### src/rtl/j1_io_pkg.sv
// ============================================================================
// j1_io_pkg: register offsets, STAT bit positions and FSM states of wb_uart.
// Rev 1.0
// ============================================================================
`default_nettype none

package j1_io_pkg;

   typedef enum logic [1:0] {
      REG_DATA = 2'd0,
      REG_STAT = 2'd1,
      REG_DIV  = 2'd2,
      REG_CTRL = 2'd3
   } uart_reg_e;

   localparam int STAT_RX_VALID = 0;
   localparam int STAT_RX_FULL  = 1;
   localparam int STAT_TX_FULL  = 2;
   localparam int STAT_TX_IDLE  = 3;
   localparam int STAT_OVERRUN  = 4;

   typedef enum logic [1:0] {
      TX_IDLE  = 2'd0,
      TX_START = 2'd1,
      TX_DATA  = 2'd2,
      TX_STOP  = 2'd3
   } tx_state_e;

   typedef enum logic [1:0] {
      RX_IDLE  = 2'd0,
      RX_START = 2'd1,
      RX_DATA  = 2'd2,
      RX_STOP  = 2'd3
   } rx_state_e;

endpackage

`default_nettype wire

### src/rtl/uart_fifo.sv
// ============================================================================
// uart_fifo: synchronous show-ahead FIFO, power-of-2 depth, count-based flags.
// Rev 1.0
// ============================================================================
`default_nettype none

module uart_fifo #(
   parameter int WIDTH = 8,
   parameter int DEPTH = 16
) (
   input  logic                     clk,
   input  logic                     rst_n,
   input  logic                     i_push,
   input  logic [WIDTH-1:0]         i_din,
   input  logic                     i_pop,
   output logic [WIDTH-1:0]         o_dout,
   output logic                     o_full,
   output logic                     o_empty,
   output logic [$clog2(DEPTH):0]   o_count
);
   localparam int ADDR_W = $clog2(DEPTH);
   localparam logic [ADDR_W-1:0] PTR_ONE  = ADDR_W'(1);
   localparam logic [ADDR_W:0]   CNT_ONE  = (ADDR_W + 1)'(1);
   localparam logic [ADDR_W:0]   CNT_FULL = (ADDR_W + 1)'(DEPTH);

   logic [WIDTH-1:0]  mem_q [DEPTH];
   logic [ADDR_W-1:0] wr_ptr_q, wr_ptr_d, rd_ptr_q, rd_ptr_d;
   logic [ADDR_W:0]   count_q, count_d;
   logic              do_push, do_pop;

   assign o_full  = (count_q == CNT_FULL);
   assign o_empty = (count_q == '0);
   assign o_count = count_q;
   assign o_dout  = mem_q[rd_ptr_q];

   always_comb begin
      do_push  = i_push & ~o_full;
      do_pop   = i_pop & ~o_empty;
      wr_ptr_d = do_push ? wr_ptr_q + PTR_ONE : wr_ptr_q;
      rd_ptr_d = do_pop  ? rd_ptr_q + PTR_ONE : rd_ptr_q;
      count_d  = count_q;
      if (do_push && !do_pop) begin
         count_d = count_q + CNT_ONE;
      end else if (do_pop && !do_push) begin
         count_d = count_q - CNT_ONE;
      end
   end

   always_ff @(posedge clk or negedge rst_n) begin
      if (!rst_n) begin
         wr_ptr_q <= '0;
         rd_ptr_q <= '0;
         count_q  <= '0;
      end else begin
         wr_ptr_q <= wr_ptr_d;
         rd_ptr_q <= rd_ptr_d;
         count_q  <= count_d;
      end
   end

   // Storage carries no reset; the count alone defines valid entries.
   always_ff @(posedge clk) begin
      if (do_push) begin
         mem_q[wr_ptr_q] <= i_din;
      end
   end

endmodule

`default_nettype wire

### src/rtl/wb_uart.sv
// ============================================================================
// wb_uart: Wishbone classic slave 8N1 UART with TX/RX FIFOs and 16x divisor.
// Optional internal loopback via macro WB_UART_LOOPBACK_EN.  Rev 1.0
// ============================================================================
`default_nettype none

module wb_uart #(
   parameter int          FIFO_DEPTH = 16,
   parameter logic [15:0] DIV_RESET  = 16'd26
) (
   input  logic        sys_clk_i,
   input  logic        sys_rst_ni,
   input  logic        wb_cyc_i,
   input  logic        wb_stb_i,
   input  logic        wb_we_i,
   input  logic [2:0]  wb_adr_i,
   input  logic [15:0] wb_dat_i,
   output logic [15:0] wb_dat_o,
   output logic        wb_ack_o,
   input  logic        uart_rxd_i,
   output logic        uart_txd_o,
   output logic        irq_o
);
   import j1_io_pkg::*;

   localparam int CW = $clog2(FIFO_DEPTH) + 1;

   logic        ack_q, ack_d, ovr_q, ovr_d, rx_ie_q, rx_ie_d, lb;
   logic [15:0] dat_q, dat_d, div_q, div_d, tcnt_q, tcnt_d, stat;
   logic        wb_req, tick, tx_push, rx_pop, ovr_clr, ovr_set, adr_unused;
   uart_reg_e   reg_sel;

   logic          tx_full, tx_empty, tx_pop, tx_idle, txd_int, tx_bit_end;
   logic [7:0]    tx_dout, tx_sh_q, tx_sh_d;
   logic [CW-1:0] tx_count, rx_count;
   logic [3:0]    tx_tcnt_q, tx_tcnt_d, rx_tcnt_q, rx_tcnt_d;
   logic [2:0]    tx_bit_q, tx_bit_d, rx_bit_q, rx_bit_d;
   tx_state_e     tx_state_q, tx_state_d;

   logic          rx_full, rx_empty, rx_push, rx_src, rx_s, rx_bit_end, rx_mid;
   logic          sync1_q, sync2_q, last_q;
   logic [7:0]    rx_dout, rx_sh_q, rx_sh_d;
   rx_state_e     rx_state_q, rx_state_d;

   assign adr_unused = wb_adr_i[0];
   assign wb_ack_o   = ack_q;
   assign wb_dat_o   = dat_q;
   assign tx_idle    = (tx_state_q == TX_IDLE) && (tx_count == '0);
   assign irq_o      = (rx_count != '0) & rx_ie_q;
   assign rx_s       = sync2_q;

`ifdef WB_UART_LOOPBACK_EN
   logic lb_q, lb_d;
   assign lb         = lb_q;
   assign uart_txd_o = lb_q ? 1'b1 : txd_int;
   assign rx_src     = lb_q ? txd_int : uart_rxd_i;
`else
   assign lb         = 1'b0;
   assign uart_txd_o = txd_int;
   assign rx_src     = uart_rxd_i;
`endif

   uart_fifo #(.WIDTH(8), .DEPTH(FIFO_DEPTH)) u_tx_fifo (
      .clk(sys_clk_i), .rst_n(sys_rst_ni), .i_push(tx_push), .i_din(wb_dat_i[7:0]),
      .i_pop(tx_pop), .o_dout(tx_dout), .o_full(tx_full), .o_empty(tx_empty), .o_count(tx_count)
   );

   uart_fifo #(.WIDTH(8), .DEPTH(FIFO_DEPTH)) u_rx_fifo (
      .clk(sys_clk_i), .rst_n(sys_rst_ni), .i_push(rx_push), .i_din(rx_sh_q),
      .i_pop(rx_pop), .o_dout(rx_dout), .o_full(rx_full), .o_empty(rx_empty), .o_count(rx_count)
   );

   // Bus decode: the access and its single side effect happen in the request cycle.
   always_comb begin
      wb_req  = wb_cyc_i & wb_stb_i & ~ack_q;
      reg_sel = uart_reg_e'(wb_adr_i[2:1]);
      ack_d   = wb_req;
      dat_d   = '0;
      div_d   = div_q;
      rx_ie_d = rx_ie_q;
      tx_push = 1'b0;
      rx_pop  = 1'b0;
      ovr_clr = 1'b0;
`ifdef WB_UART_LOOPBACK_EN
      lb_d    = lb_q;
`endif
      stat                = '0;
      stat[STAT_RX_VALID] = (rx_count != '0);
      stat[STAT_RX_FULL]  = rx_full;
      stat[STAT_TX_FULL]  = tx_full;
      stat[STAT_TX_IDLE]  = tx_idle;
      stat[STAT_OVERRUN]  = ovr_q;
      if (wb_req && wb_we_i) begin
         case (reg_sel)
            REG_DATA: tx_push = 1'b1;
            REG_STAT: ovr_clr = wb_dat_i[STAT_OVERRUN];
            REG_DIV:  div_d   = wb_dat_i;
            default: begin
               rx_ie_d = wb_dat_i[0];
`ifdef WB_UART_LOOPBACK_EN
               lb_d    = wb_dat_i[1];
`endif
            end
         endcase
      end else if (wb_req) begin
         case (reg_sel)
            REG_DATA: begin
               rx_pop = 1'b1;
               dat_d  = rx_empty ? 16'h0000 : {8'h00, rx_dout};
            end
            REG_STAT: dat_d = stat;
            REG_DIV:  dat_d = div_q;
            default:  dat_d = {14'h0, lb, rx_ie_q};
         endcase
      end
      ovr_d = ovr_clr ? 1'b0 : ovr_q;
      if (ovr_set) begin
         ovr_d = 1'b1;
      end
   end

   // Tick generator and transmitter.
   always_comb begin
      tick       = (tcnt_q == 16'd0);
      tcnt_d     = tick ? div_q : tcnt_q - 16'd1;
      tx_state_d = tx_state_q;
      tx_tcnt_d  = tick ? tx_tcnt_q + 4'd1 : tx_tcnt_q;
      tx_bit_d   = tx_bit_q;
      tx_sh_d    = tx_sh_q;
      tx_pop     = 1'b0;
      tx_bit_end = tick && (tx_tcnt_q == 4'd15);
      txd_int    = 1'b1;
      case (tx_state_q)
         TX_IDLE: begin
            if (!tx_empty) begin
               tx_pop     = 1'b1;
               tx_sh_d    = tx_dout;
               tx_tcnt_d  = 4'd0;
               tx_state_d = TX_START;
            end
         end
         TX_START: begin
            txd_int = 1'b0;
            if (tx_bit_end) begin
               tx_bit_d   = 3'd0;
               tx_state_d = TX_DATA;
            end
         end
         TX_DATA: begin
            txd_int = tx_sh_q[0];
            if (tx_bit_end) begin
               tx_sh_d  = {1'b0, tx_sh_q[7:1]};
               tx_bit_d = tx_bit_q + 3'd1;
               if (tx_bit_q == 3'd7) begin
                  tx_state_d = TX_STOP;
               end
            end
         end
         default: begin
            // Chain straight into the next START so queued bytes go out back-to-back.
            if (tx_bit_end) begin
               tx_state_d = TX_IDLE;
               if (!tx_empty) begin
                  tx_pop     = 1'b1;
                  tx_sh_d    = tx_dout;
                  tx_state_d = TX_START;
               end
            end
         end
      endcase
   end

   // Receiver: start is validated at mid-bit, later samples fall 16 ticks apart.
   always_comb begin
      rx_state_d = rx_state_q;
      rx_tcnt_d  = tick ? rx_tcnt_q + 4'd1 : rx_tcnt_q;
      rx_bit_d   = rx_bit_q;
      rx_sh_d    = rx_sh_q;
      rx_push    = 1'b0;
      ovr_set    = 1'b0;
      rx_bit_end = tick && (rx_tcnt_q == 4'd15);
      rx_mid     = tick && (rx_tcnt_q == 4'd7);
      case (rx_state_q)
         RX_IDLE: begin
            if (last_q && !rx_s) begin
               rx_tcnt_d  = 4'd0;
               rx_state_d = RX_START;
            end
         end
         RX_START: begin
            if (rx_mid) begin
               rx_tcnt_d  = 4'd0;
               rx_bit_d   = 3'd0;
               rx_state_d = rx_s ? RX_IDLE : RX_DATA;
            end
         end
         RX_DATA: begin
            if (rx_bit_end) begin
               rx_sh_d  = {rx_s, rx_sh_q[7:1]};
               rx_bit_d = rx_bit_q + 3'd1;
               if (rx_bit_q == 3'd7) begin
                  rx_state_d = RX_STOP;
               end
            end
         end
         default: begin
            if (rx_bit_end) begin
               rx_state_d = RX_IDLE;
               if (rx_s) begin
                  rx_push = ~rx_full;
                  ovr_set = rx_full;
               end
            end
         end
      endcase
   end

   always_ff @(posedge sys_clk_i or negedge sys_rst_ni) begin
      if (!sys_rst_ni) begin
         ack_q      <= 1'b0;
         dat_q      <= '0;
         div_q      <= DIV_RESET;
         tcnt_q     <= '0;
         rx_ie_q    <= 1'b0;
         ovr_q      <= 1'b0;
         tx_state_q <= TX_IDLE;
         tx_tcnt_q  <= '0;
         tx_bit_q   <= '0;
         tx_sh_q    <= '0;
         rx_state_q <= RX_IDLE;
         rx_tcnt_q  <= '0;
         rx_bit_q   <= '0;
         rx_sh_q    <= '0;
         sync1_q    <= 1'b1;
         sync2_q    <= 1'b1;
         last_q     <= 1'b1;
`ifdef WB_UART_LOOPBACK_EN
         lb_q       <= 1'b0;
`endif
      end else begin
         ack_q      <= ack_d;
         dat_q      <= dat_d;
         div_q      <= div_d;
         tcnt_q     <= tcnt_d;
         rx_ie_q    <= rx_ie_d;
         ovr_q      <= ovr_d;
         tx_state_q <= tx_state_d;
         tx_tcnt_q  <= tx_tcnt_d;
         tx_bit_q   <= tx_bit_d;
         tx_sh_q    <= tx_sh_d;
         rx_state_q <= rx_state_d;
         rx_tcnt_q  <= rx_tcnt_d;
         rx_bit_q   <= rx_bit_d;
         rx_sh_q    <= rx_sh_d;
         sync1_q    <= rx_src;
         sync2_q    <= sync1_q;
         last_q     <= sync2_q;
`ifdef WB_UART_LOOPBACK_EN
         lb_q       <= lb_d;
`endif
      end
   end

endmodule

`default_nettype wire

### config.mk
export PLATFORM = sky130hd
export DESIGN_NAME = wb_uart
export DESIGN_NICKNAME = d
export VERILOG_FILES = /design/src/rtl/j1_io_pkg.sv /design/src/rtl/uart_fifo.sv /design/src/rtl/wb_uart.sv
export SDC_FILE = /design/constraint.sdc
export NUM_CORES = 1
export LEC_CHECK = 0
export BUFFER_PORTS_ARGS = -buffer_cell sky130_fd_sc_hd__buf_4
export CAP_MARGIN = 20
export CELL_PAD_IN_SITES_DETAIL_PLACEMENT = 2
export CELL_PAD_IN_SITES_GLOBAL_PLACEMENT = 2
export CORE_MARGIN = 4
export CORE_UTILIZATION = 46
export CTS_CLUSTER_DIAMETER = 120
export CTS_CLUSTER_SIZE = 30
export DETAILED_ROUTE_END_ITERATION = 10
export GPL_TIMING_DRIVEN = 0
export PLACE_DENSITY = 0.76
export SYNTH_ARGS = -nofsm -noshare
export SYNTH_HDL_FRONTEND = slang
export SYNTH_SLANG_ARGS = --single-unit
export TNS_END_PERCENT = 30
### constraint.sdc
create_clock -name sys_clk_i -period 4.7 [get_ports sys_clk_i]
set_input_delay 0 -clock sys_clk_i [delete_from_list [all_inputs] [get_ports sys_clk_i]]
set_output_delay 0 -clock sys_clk_i [all_outputs]
set_load 0.01 [all_outputs]
==> impl_metrics.prom <==
# TYPE chip_impl_metric gauge
chip_impl_info{name="outcome",value="completed"} 1
chip_impl_metric{name="timing.reg2reg.worst_path_depth",unit=""} 14
chip_impl_metric{name="initial_core_util",unit=""} 0.465
chip_impl_info{name="cp_top_family",value="simple AND/OR/NAND/NOR gates"} 1
chip_impl_metric{name="syn_area_per_cell",unit="um^2"} 15.5
chip_impl_metric{name="gp_congestion",unit=""} 0.785
chip_impl_info{name="crit_path_cell_trace",value="and3b_1 -> dlygate4sd3_1 -> clkbuf_1 -> nand2b_1 -> nor4_4 -> inv_1 -> ha_1 -> inv_1 -> ha_1 -> nor2b_1 -> o21a_1 -> or3_1 -> a21oi_1 -> xor2_1"} 1
chip_impl_metric{name="netlist_area_before_placement",unit="um^2"} 15600
chip_impl_metric{name="core_area",unit="um^2"} 33400
chip_impl_info{name="cell_accounting_for_the_most_synthesized_area",value="edfxtp_1"} 1
chip_impl_metric{name="post_cts.resized_instances",unit=""} 0
chip_impl_metric{name="worst_ep_arrival_time",unit="ps"} 4720
chip_impl_info{name="hp-start",value="wb_adr_i[2]"} 1
chip_impl_metric{name="final_max_slew_viol_count",unit=""} 0
chip_impl_metric{name="cap_violations",unit=""} 0
chip_impl_metric{name="period_utilization_post_route",unit=""} 0.905
chip_impl_info{name="grt_setup_unrepaired",value="no"} 1
chip_impl_metric{name="ys_seq_area_frac",unit=""} 0.678
chip_impl_metric{name="dieWidth",unit="um"} 192
chip_impl_metric{name="cellLeakagePower",unit="nW"} 6.32
chip_impl_metric{name="via_cell_ratio",unit=""} 5.70
chip_impl_metric{name="clock_latency",unit="ps"} 550
chip_impl_metric{name="post_dp_cell_area",unit="um^2"} 16500
chip_impl_metric{name="clock-skew-final",unit="ps"} 34.7
chip_impl_metric{name="globalRouteTotalUtil",unit=""} 0.222
chip_impl_info{name="ys_top_cells_by_count",value="edfxtp_1, dfrtp_1, mux2i_1"} 1
chip_impl_metric{name="number_of_warnings_issued_by_yosys",unit=""} 0
chip_impl_metric{name="ir_drop_worst_case_vdd",unit="mV"} 0.288
chip_impl_metric{name="drt-total-wl",unit="um"} 40600
chip_impl_metric{name="hold_viol_final",unit=""} 0
chip_impl_metric{name="drive_above_1_share",unit=""} 0.160
chip_impl_metric{name="drt_iter0_drc",unit=""} 507
chip_impl_metric{name="finalSetupTns",unit="ps"} 0
chip_impl_metric{name="placement_rows",unit=""} 67
chip_impl_metric{name="initial_antenna_violation_count",unit=""} 0
chip_impl_metric{name="area_share_of_the_largest_cell_type_after_synthesis",unit=""} 0.494
chip_impl_metric{name="clk_transition_reported_paths",unit="ps"} 120
chip_impl_metric{name="final_util",unit=""} 0.515
chip_impl_metric{name="cellPowerDensity",unit="nW/um^2"} 393
chip_impl_metric{name="period_minus_slack",unit="ps"} 4250
chip_impl_metric{name="antenna_left",unit=""} 0
chip_impl_metric{name="remaining_drc_errors",unit=""} 0
chip_impl_metric{name="cp.buffers_inverters",unit=""} 4
chip_impl_metric{name="io-pin-count",unit=""} 44
chip_impl_info{name="critical_path.reg2reg.startpoint",value="wb_ack_o$_DFF_PN0_"} 1
chip_impl_metric{name="grt_pass1_vias",unit=""} 9850
chip_impl_metric{name="ys_async_sr_fraction",unit=""} 0.308
chip_impl_info{name="endpoint_kind",value="register"} 1
chip_impl_info{name="tritoncts",value="yes"} 1
chip_impl_metric{name="setup_viol_count_final",unit=""} 0
chip_impl_info{name="crit_path_start_kind",value="register"} 1
chip_impl_metric{name="r2r_setup_slack",unit="ps"} 450
chip_impl_info{name="ys_dominant_reg_cell",value="edfxtp_1"} 1
chip_impl_metric{name="grt_first_pass_wirelength",unit="um"} 61800
chip_impl_metric{name="post-route-cell-area",unit="um^2"} 17200
chip_impl_info{name="synthMostInstantiatedCell",value="edfxtp_1"} 1
chip_impl_metric{name="grt_overflow",unit=""} 0
chip_impl_metric{name="layout_stage_area_growth_over_the_synthesis_result",unit="%"} 10.7
chip_impl_metric{name="timing_worst_slew_pin_value",unit="ps"} 934
chip_impl_metric{name="final.fill_count",unit=""} 3033
chip_impl_metric{name="die_height",unit="um"} 192
chip_impl_metric{name="wl_per_cell",unit="um"} 26.2
chip_impl_info{name="reg2reg_to",value="u_rx_fifo.o_count[4]$_DFFE_PN0P_"} 1
chip_impl_metric{name="min_path_cells",unit=""} 4
chip_impl_metric{name="clock_sink_count",unit=""} 370
chip_impl_metric{name="antennaDiodeCount",unit=""} 0
chip_impl_metric{name="crit_fanout",unit=""} 10
chip_impl_metric{name="drt_pre_antenna_iters",unit=""} 4
chip_impl_info{name="worstHoldEndpoint",value="wb_dat_o[1]$_DFF_PN0_"} 1
chip_impl_metric{name="num-nets-final",unit=""} 1148
chip_impl_metric{name="cts_buffers",unit=""} 16
chip_impl_metric{name="synth-edff-count",unit=""} 256
chip_impl_metric{name="port_buffers",unit=""} 42
chip_impl_metric{name="fmax",unit="MHz"} 235
chip_impl_metric{name="htree_levels",unit=""} 1
chip_impl_metric{name="synth_cells",unit=""} 1001
chip_impl_metric{name="totalPowerFinal",unit="W"} 0.00677
chip_impl_metric{name="yosys_register_bits",unit=""} 370
chip_impl_metric{name="grt_max_degree",unit=""} 93
chip_impl_metric{name="clock_tree.buffer_depth",unit=""} 3
chip_impl_info{name="hold_path.class",value="input port to register"} 1
chip_impl_metric{name="relSlewSlack",unit=""} 0.372
chip_impl_info{name="crit_slowest_cell",value="nor4_4"} 1
chip_impl_metric{name="dp.final_hpwl",unit="um"} 27700
chip_impl_metric{name="synthDistinctLibCells",unit=""} 66
chip_impl_metric{name="critPathMaxStageDelay",unit="ps"} 660
chip_impl_metric{name="synthesized_netlist_net_count",unit=""} 1058
chip_impl_info{name="crit_type",value="register to register"} 1
chip_impl_info{name="post_synth_main_area_contributors",value="edfxtp_1, dfrtp_1, mux4_2"} 1
chip_impl_info{name="clock-root-buffer",value="clkbuf_16"} 1
chip_impl_metric{name="required_time_of_the_critical_path",unit="ps"} 5170
chip_impl_metric{name="die_area",unit="um^2"} 36800
chip_impl_metric{name="via_count",unit=""} 8824
## placed cells by master (no fill, tap or decap), types with 22 or more instances in the layout
master	instances
inv_1	25
clkbuf_1	35
dfrtp_1	108
xnor2_1	23
a21oi_1	22
mux2_2	39
nand3_1	31
o21ai_0	23
nor2_1	46
and2_1	28
buf_4	41
nand2_1	45
dlygate4sd3_1	24
mux2i_1	69
edfxtp_1	256
a22oi_1	38
ha_1	30
mux4_2	32
## power by group
group | switching [W] | internal [W]
sequential | 0.000239 | 0.00366
clock | 0.00102 | 0.000671
combinational | 0.000649 | 0.000521
total | 0.00191 | 0.00486
## metal layers
metal,part of all wire,vias to the layer above,global-route usage
met5,0,-,0
met4,0.023,0,0.0511
met3,0.024,38,0.0194
met2,0.52,105,0.397
met1,0.43,4708,0.297
li1,-,3973,-
## logic make-up after synthesis
family	count (synthesis)	synth area share
flops	370	0.678
fa+ha+maj	32	0.0267
compound gates	123	0.0554
xor+xnor	37	0.0208
buf+inv	69	0.0178
simple gates	230	0.0826
mux	140	0.119
## worst reg2reg max path: cells and delay by family (launching register included)
kind	cells	cell delay, ps
simple gates	5	1520
buf+inv	4	1150
fa+ha+maj	2	560
compound gates	2	400
flops	1	390
xor+xnor	1	170
## what timing repair did
action | in CTS | in global routing
hold endpoints to repair | 263 | 0
setup buffers | 0 | 0
hold buffers | 25 | 0
## registers in the layout (all words and copies together) (netlist names), 2 cells and up
signal              count
u_rx_fifo.mem_q       128
u_tx_fifo.mem_q       128
div_q                  16
tcnt_q                 16
wb_dat_o               16
rx_sh_q                 8
tx_sh_q                 8
u_rx_fifo.o_count       5
u_tx_fifo.o_count       5
rx_tcnt_q               4
tx_tcnt_q               4
u_rx_fifo.rd_ptr_q      4
u_rx_fifo.wr_ptr_q      4
u_tx_fifo.rd_ptr_q      4
u_tx_fifo.wr_ptr_q      4
rx_bit_q                3
tx_bit_q                3
rx_state_q              2
tx_state_q              2
## metrics by stage
| step | std cells | setup slack, ps | hold slack (ps) |
|---|---|---|---|
| 5_1_grt | 1549 | 141 | 104 |
| 3_5_place_dp | 1494 | 733 | -119 |
| 6_report | 1549 | 445 | 85.1 |
| 4_1_cts | 1547 | 367 | 59.6 |
| 3_3_place_gp | 1491 | 874 | 109 |
| 2_1_floorplan | 1001 | 1370 | -296 |
## worst max path at each step
| stage | start | end | slack, ps | cells after the start |
|---|---|---|---|---|
| detailed placement | tcnt_q[0]$_DFF_PN0_ | u_rx_fifo.o_count[4]$_DFFE_PN0P_ | 730 | 14 |
| global route | wb_ack_o$_DFF_PN0_ | u_rx_fifo.o_count[4]$_DFFE_PN0P_ | 140 | 14 |
| CTS | wb_ack_o$_DFF_PN0_ | u_rx_fifo.o_count[4]$_DFFE_PN0P_ | 370 | 14 |
| floorplan | tcnt_q[0]$_DFF_PN0_ | u_rx_fifo.o_count[4]$_DFFE_PN0P_ | 1370 | 14 |
| finish | wb_ack_o$_DFF_PN0_ | u_rx_fifo.o_count[4]$_DFFE_PN0P_ | 450 | 14 |
| global placement | tcnt_q[0]$_DFF_PN0_ | u_rx_fifo.o_count[4]$_DFFE_PN0P_ | 870 | 14 |
## final cells by class
| type | count | area [um^2] | share of cell area |
|---|---|---|---|
| flip-flops and latches | 370 | 10500 | 0.612 |
| multi-input cells | 562 | 4740 | 0.275 |
| repair buffers | 72 | 632 | 0.0367 |
| well taps | 448 | 561 | 0.0325 |
| clock buffers | 26 | 438 | 0.0254 |
| plain buffers | 43 | 176 | 0.0102 |
| inverters | 26 | 100 | 0.00581 |
| clock inverters | 2 | 36.3 | 0.00211 |
No activity file was read; power rests on OpenSTA's default activity.
